===== src/rtl/geo_pixel_address_gen.sv =====
// Pixel address generator: clips screen-space pixel commands against the destination bitmap and formats 40-bit pixel-writer commands.
// Optional clip counter enabled by defining GEO_PAG_CLIP_COUNT_EN; otherwise clip_count is tied to zero.
module geo_pixel_address_gen #(
   parameter int unsigned PIPE_DEPTH = 3,
   parameter int unsigned CLIP_CNT_W = 16
) (
   input  logic                  clk,
   input  logic                  reset,
   input  logic                  cmd_valid,
   output logic                  cmd_ready,
   input  logic [3:0]            cmd_code,
   input  logic [11:0]           cmd_x,
   input  logic [11:0]           cmd_y,
   input  logic [7:0]            cmd_colour,
   input  logic                  cfg_wr,
   output logic                  cfg_ready,
   input  logic [19:0]           cfg_base,
   input  logic [11:0]           cfg_width,
   input  logic [3:0]            cfg_bpp,
   input  logic [11:0]           cfg_xmax,
   input  logic [11:0]           cfg_ymax,
   input  logic                  draw_busy,
   output logic                  pix_cmd_rdy,
   output logic [39:0]           pix_cmd_out,
   output logic [CLIP_CNT_W-1:0] clip_count,
   input  logic                  clip_clr
);

   localparam int unsigned ADDR_W  = 20;
   localparam int unsigned COORD_W = 12;
   localparam int unsigned YW      = 11;
   localparam int unsigned PROD_W  = 23;
   localparam int unsigned SUM_W   = 24;

   typedef struct packed {
      logic [3:0]        code;
      logic [7:0]        colour;
      logic [3:0]        bpp;
      logic [3:0]        target;
      logic [ADDR_W-1:0] addr;
   } pix_cmd_t;

   if (PIPE_DEPTH != 3) begin : g_depth_chk
      $error("geo_pixel_address_gen: PIPE_DEPTH is informational and must be 3");
   end

   // Configuration registers
   logic [ADDR_W-1:0]  cfg_base_q;
   logic [COORD_W-1:0] cfg_width_q;
   logic [3:0]         cfg_bpp_q;
   logic [COORD_W-1:0] cfg_xmax_q;
   logic [COORD_W-1:0] cfg_ymax_q;

   // Pipeline registers
   logic               s1_valid, s2_valid, s3_valid;
   logic [3:0]         s1_code, s2_code;
   logic [7:0]         s1_colour, s2_colour;
   logic [3:0]         s1_bpp, s2_bpp;
   logic [3:0]         s1_target, s2_target;
   logic               s1_pix, s2_pix;
   logic [COORD_W-1:0] s1_xw, s2_xw;
   logic [YW-1:0]      s1_y;
   logic [PROD_W-1:0]  s2_prod;
   pix_cmd_t           s3_cmd;

   logic               adv;
   logic               cfg_wr_accept;
   logic               bpp_ok;
   logic               accept;
   logic               is_pix;
   logic               clip;
   logic               clip_inc;
   logic [2:0]         sh;
   logic [3:0]         tgt_mask;
   logic [COORD_W-1:0] xw;
   logic [3:0]         tgt;
   logic [ADDR_W-1:0]  addr_sum;
   logic [3:0]         unused_sum_hi;

   assign adv           = !draw_busy;
   assign cfg_ready     = !(s1_valid || s2_valid || s3_valid) && !cmd_valid;
   assign cfg_wr_accept = cfg_wr && cfg_ready;
   assign cmd_ready     = adv && !cfg_wr_accept;
   assign accept        = cmd_valid && cmd_ready;
   assign bpp_ok        = cfg_bpp inside {4'd0, 4'd1, 4'd3, 4'd7, 4'd15};

   always_ff @(posedge clk or negedge reset) begin
      if (!reset) begin
         cfg_base_q  <= '0;
         cfg_width_q <= '0;
         cfg_bpp_q   <= 4'd15;
         cfg_xmax_q  <= '0;
         cfg_ymax_q  <= '0;
      end else if (cfg_wr_accept && bpp_ok) begin
         cfg_base_q  <= cfg_base;
         cfg_width_q <= cfg_width;
         cfg_bpp_q   <= cfg_bpp;
         cfg_xmax_q  <= cfg_xmax;
         cfg_ymax_q  <= cfg_ymax;
      end
   end

   // Stage 1 decode: sub-word shift, clip test, word/target split
   always_comb begin
      is_pix   = cmd_code inside {4'd1, 4'd2, 4'd3, 4'd4, 4'd6};
      sh       = 3'd0;
      tgt_mask = 4'h0;
      case (cfg_bpp_q)
         4'd0:    begin sh = 3'd4; tgt_mask = 4'hF; end
         4'd1:    begin sh = 3'd3; tgt_mask = 4'h7; end
         4'd3:    begin sh = 3'd2; tgt_mask = 4'h3; end
         4'd7:    begin sh = 3'd1; tgt_mask = 4'h1; end
         default: begin sh = 3'd0; tgt_mask = 4'h0; end
      endcase
      clip = is_pix && (cmd_x[COORD_W-1] || cmd_y[COORD_W-1] ||
                        (cmd_x > cfg_xmax_q) || (cmd_y > cfg_ymax_q));
      xw   = cmd_x >> sh;
      tgt  = cmd_x[3:0] & tgt_mask;
   end

   assign clip_inc = accept && clip;

   always_ff @(posedge clk or negedge reset) begin
      if (!reset) begin
         s1_valid  <= 1'b0;
         s1_code   <= '0;
         s1_colour <= '0;
         s1_bpp    <= '0;
         s1_target <= '0;
         s1_pix    <= 1'b0;
         s1_xw     <= '0;
         s1_y      <= '0;
      end else if (adv) begin
         s1_valid  <= accept && !clip;
         s1_code   <= cmd_code;
         s1_colour <= cmd_colour;
         s1_pix    <= is_pix;
         s1_bpp    <= is_pix ? cfg_bpp_q : 4'd0;
         s1_target <= is_pix ? tgt : 4'd0;
         s1_xw     <= is_pix ? xw : '0;
         s1_y      <= is_pix ? cmd_y[YW-1:0] : '0;
      end
   end

   // Stage 2: row offset multiply
   always_ff @(posedge clk or negedge reset) begin
      if (!reset) begin
         s2_valid  <= 1'b0;
         s2_code   <= '0;
         s2_colour <= '0;
         s2_bpp    <= '0;
         s2_target <= '0;
         s2_pix    <= 1'b0;
         s2_xw     <= '0;
         s2_prod   <= '0;
      end else if (adv) begin
         s2_valid  <= s1_valid;
         s2_code   <= s1_code;
         s2_colour <= s1_colour;
         s2_bpp    <= s1_bpp;
         s2_target <= s1_target;
         s2_pix    <= s1_pix;
         s2_xw     <= s1_xw;
         s2_prod   <= PROD_W'(s1_y) * PROD_W'(cfg_width_q);
      end
   end

   // Stage 3: final address, wrapping modulo 2^20
   assign {unused_sum_hi, addr_sum} = SUM_W'(cfg_base_q) + SUM_W'(s2_prod) + SUM_W'(s2_xw);

   always_ff @(posedge clk or negedge reset) begin
      if (!reset) begin
         s3_valid <= 1'b0;
         s3_cmd   <= '0;
      end else if (adv) begin
         s3_valid      <= s2_valid;
         s3_cmd.code   <= s2_code;
         s3_cmd.colour <= s2_colour;
         s3_cmd.bpp    <= s2_bpp;
         s3_cmd.target <= s2_target;
         s3_cmd.addr   <= s2_pix ? addr_sum : '0;
      end
   end

   assign pix_cmd_out = s3_cmd;
   assign pix_cmd_rdy = s3_valid && !draw_busy;

`ifdef GEO_PAG_CLIP_COUNT_EN
   // Saturating clip counter; clear has priority over increment
   logic [CLIP_CNT_W-1:0] clip_cnt_q;

   always_ff @(posedge clk or negedge reset) begin
      if (!reset) begin
         clip_cnt_q <= '0;
      end else if (clip_clr) begin
         clip_cnt_q <= '0;
      end else if (clip_inc && !(&clip_cnt_q)) begin
         clip_cnt_q <= clip_cnt_q + CLIP_CNT_W'(1);
      end
   end

   assign clip_count = clip_cnt_q;
`else
   logic unused_clip;
   assign unused_clip = clip_clr | clip_inc;
   assign clip_count  = '0;
`endif

endmodule

===== config.mk =====
export PLATFORM = sky130hd
export DESIGN_NAME = geo_pixel_address_gen
export DESIGN_NICKNAME = d
export VERILOG_FILES = /design/src/rtl/geo_pixel_address_gen.sv
export SDC_FILE = /design/constraint.sdc
export NUM_CORES = 1
export LEC_CHECK = 0
export BUFFER_PORTS_ARGS = -buffer_cell sky130_fd_sc_hd__buf_2
export CAP_MARGIN = 0
export CORE_MARGIN = 3
export CORE_UTILIZATION = 45
export DETAILED_ROUTE_END_ITERATION = 8
export GPL_ROUTABILITY_DRIVEN = 0
export PLACE_DENSITY = 0.75
export SETUP_SLACK_MARGIN = 0.2
export SYNTH_ARGS = -nofsm -noshare
export SYNTH_HDL_FRONTEND = slang
export SYNTH_SLANG_ARGS = --single-unit
export TNS_END_PERCENT = 10

===== constraint.sdc =====
create_clock -name clk -period 11.42 [get_ports clk]
set_clock_uncertainty 0.05 [all_clocks]
set_input_delay 1.713 -clock clk [delete_from_list [all_inputs] [get_ports clk]]
set_output_delay 1.713 -clock clk [all_outputs]
set_load 0.03 [all_outputs]

==> metrics.cfg <==
[synthesis]
postSynthCellCount=1311
synthArstFlopShare_pct=100
seq_area_frac_synth_pct=36.0
synth_area_sq_um=13900
synth_edf_count=0
synth_cell_types=63
yosysWarnings=0
syn_avg_cell_area_sq_um=10.6
synth_seq_cells=200
ys.flop_type=dfrtp_1

[die]
io_pins=161
core.rowCount=63
die_width_microns=182
die_h_microns=182
core-area_sq_um=30000
start_util_pct=46.3
dieArea_sq_um=33100

[setup_path]
worstSetupStartpointType=flip-flop
path_max_fanout=12
cp-end-kind=flip-flop
path_cells=nand2_1 -> fa_1 -> fa_1 -> fa_1 -> inv_1 -> fa_1 -> inv_1 -> fa_1 -> inv_1 -> ha_1 -> a2111oi_0 -> o21ai_0 -> nand2_1 -> o21ai_0 -> a211oi_1 -> o31ai_1
reg2reg_depth=16
crit_type=reg2reg
worstPathArrival_ns=5.55
cp.required_ns=11.66
timing.rr.end=s2_prod[14]$_DFFE_PN0N_
r2r_start=cfg_width_q[7]$_DFFE_PN0P_
crit_top_cell=fa_1
reg2reg_slack_ns=6.11
slowest_delay_ns=0.64
cp_slowest_cell=dfrtp_1

[clock_tree]
cts_max_level=4
clk_path_buf_depth=2
insertion_delay_ns=0.45
cts_inserted_buffers=17
post_cts_buffers=0
cts_resized=0
clock_tree.root_cell=clkbuf_16
clock_sinks=200
cts_hold_buffers=0
clk_pin_slew_ns=0.09
cts_tree=yes

[flow_run]
drv_cap=0

[timing]
tightest_slew_ns=0.945
fin_ws_ns=6.11
layout_min_cycle_time_ns=5.31
finalMaxSlewViolations=0
max_slew_margin_pct=37.0
fin_tns_setup_ns=0
fin_crit_sh_pct=46.5
max_freq_ghz=0.188
fin_hold_ws_ns=0.430
hold_viol=0
setup_violations=0
rsz0062_at_grt=no

[finish]
utilization_pct=51.6
final_cells=1822
area_growth_pct=11.4
post_route_cells_drive_above_1_share_pct=22.9
nets=1715

[drt]
wire_per_inst_microns=16.2
vias=9662
routed_wirelength_mm=29.5
viasPerCell=5.30
drc=0
drtIter0Drc=459
drt_first_pass_iters=5
antenna_left=0

[min_path]
whs_endpoint=s1_pix$_DFFE_PN0N_
hold_path.startpoint=s1_pix$_DFFE_PN0N_
hold_path.class=reg2reg
hold_depth=2

[place]
placed_cells=1788
dp_hpwl_mm=22.4
place_ws_ns=6.13
portBuffers=143

[grt]
grt_overflow=0
grt_pass1_wl_mm=49.5
track_usage_pct=18.3
grt_pass1_vias=9908
grt_max_degree=102
antenna_found_initial=3

[power_and_ir_drop]
ir_drop_mv=0.130
p_leak_nw=7.73
power.density_nw_per_um2=207

[status]
status=finished, final reports clean

cell usage after synthesis (13+ instances only):
library cell,n,share of area (%)
nand2_1,147,4.0
nor3_1,14,0.50
mux2_2,130,11
xnor2_1,21,1.3
dfrtp_1,196,35
ha_1,96,8.6
and2_1,73,3.3
a211oi_1,14,0.76
nor2_1,20,0.54
a22o_1,13,0.82
buf_4,17,0.92
inv_1,151,4.1
fa_1,100,14
a21oi_1,32,1.2
mux2i_1,22,1.6
a21o_1,19,1.0
o21ai_0,71,2.6
clkbuf_1,49,1.3
routing by layer:
| layer | part of all wire (%) | track usage [%] |
|---|---|---|
| met1 | 45 | 25.0 |
| met2 | 47 | 29.5 |
| met3 | 6.3 | 4.07 |
| met4 | 1.6 | 5.21 |
| met5 | 0.071 | 0 |
power by group:
group          internal (mW)  switching [mW]  total (mW)  leakage [nW]
combinational          0.664           0.851        1.52          4.91
sequential             0.887           0.184        1.07          2.52
clock                  0.307           0.310       0.618         0.301
total                   1.86            1.35        3.20          7.73
cell families after synthesis:
kind of cell / synth area share (%)
fa+ha+maj: 23.0
flops: 36.0
other cells: 0.0270
xor+xnor: 1.95
buf+inv: 6.78
mux: 12.1
compound gates: 9.50
simple gates: 10.6
worst max path at each step:
stage                                    start                       to  cells after the start
global route        cfg_width_q[7]$_DFFE_PN0P_  s2_prod[14]$_DFFE_PN0N_                     16
detailed placement  cfg_width_q[7]$_DFFE_PN0P_  s2_prod[14]$_DFFE_PN0N_                     16
global placement    cfg_width_q[7]$_DFFE_PN0P_  s2_prod[14]$_DFFE_PN0N_                     16
floorplan                  s1_y[2]$_DFFE_PN0N_  s2_prod[16]$_DFFE_PN0N_                     18
CTS                 cfg_width_q[7]$_DFFE_PN0P_  s2_prod[14]$_DFFE_PN0N_                     16
finish              cfg_width_q[7]$_DFFE_PN0P_  s2_prod[14]$_DFFE_PN0N_                     16
layout make-up:
class | instances | area [sq um]
clock inverters | 14 | 180
well taps | 390 | 488
diodes | 2 | 5.00
repair buffers | 149 | 776
fillers | 2626 | 14500
clock buffers | 18 | 439
flip-flops and latches | 200 | 5010
multi-input cells | 898 | 8030
inverters | 151 | 567
worst max-delay path: cells and delay by family, from the launching register on:
family / cells / cell delay (ns)
fa+ha+maj: 6 / 2.90
compound gates: 5 / 1.06
flops: 1 / 0.64
simple gates: 2 / 0.34
buf+inv: 3 / 0.15
registers in the layout, indices dropped and copies added (netlist names), 4 cells and up:
signal       count
pix_cmd_out     40
cfg_base_q      20
s2_prod         20
cfg_width_q     12
cfg_xmax_q      12
cfg_ymax_q      12
s1_xw           12
s2_xw           12
s1_y            11
s1_colour        8
s2_colour        8
cfg_bpp_q        4
s1_bpp           4
s1_code          4
s1_target        4
s2_bpp           4
s2_code          4
s2_target        4
per-stage QoR:
stage	total power, mW	area [sq um]
6_report	3.20	15500
5_1_grt	3.49	15500
4_1_cts	3.23	15500
3_3_place_gp	2.53	14900
3_5_place_dp	2.59	14900
2_1_floorplan	2.20	14000
layout by cell type, fill, tap and decap left out, drive strengths merged, types with 4 or more instances in the layout:
| cell | netlist | final |
|---|---|---|
| xnor2 | 21 | 21 |
| and2 | 73 | 73 |
| a21oi | 33 | 33 |
| a221oi | 4 | 4 |
| ha | 96 | 96 |
| dfstp | 4 | 4 |
| nor2b | 6 | 6 |
| xor2 | 10 | 10 |
| clkbuf | 49 | 19 |
| fa | 100 | 100 |
| nor3b | 4 | 4 |
| buf | 28 | 148 |
| or3 | 7 | 7 |
| o21bai | 8 | 8 |
| a211oi | 14 | 14 |
| nand3 | 5 | 5 |
| conb | 1 | 16 |
| inv | 151 | 161 |
| clkinv | 0 | 4 |
| mux2i | 22 | 22 |
| o21ai | 73 | 73 |
| a21o | 19 | 19 |
| o31ai | 8 | 8 |
| nor2 | 20 | 20 |
| dfrtp | 196 | 196 |
| and3 | 8 | 8 |
| nand2 | 147 | 147 |
| nor3 | 14 | 14 |
| o2111ai | 4 | 4 |
| nand4 | 9 | 9 |
| mux2 | 130 | 130 |
| a22o | 13 | 13 |
No activity file was read; power rests on OpenSTA's default activity.
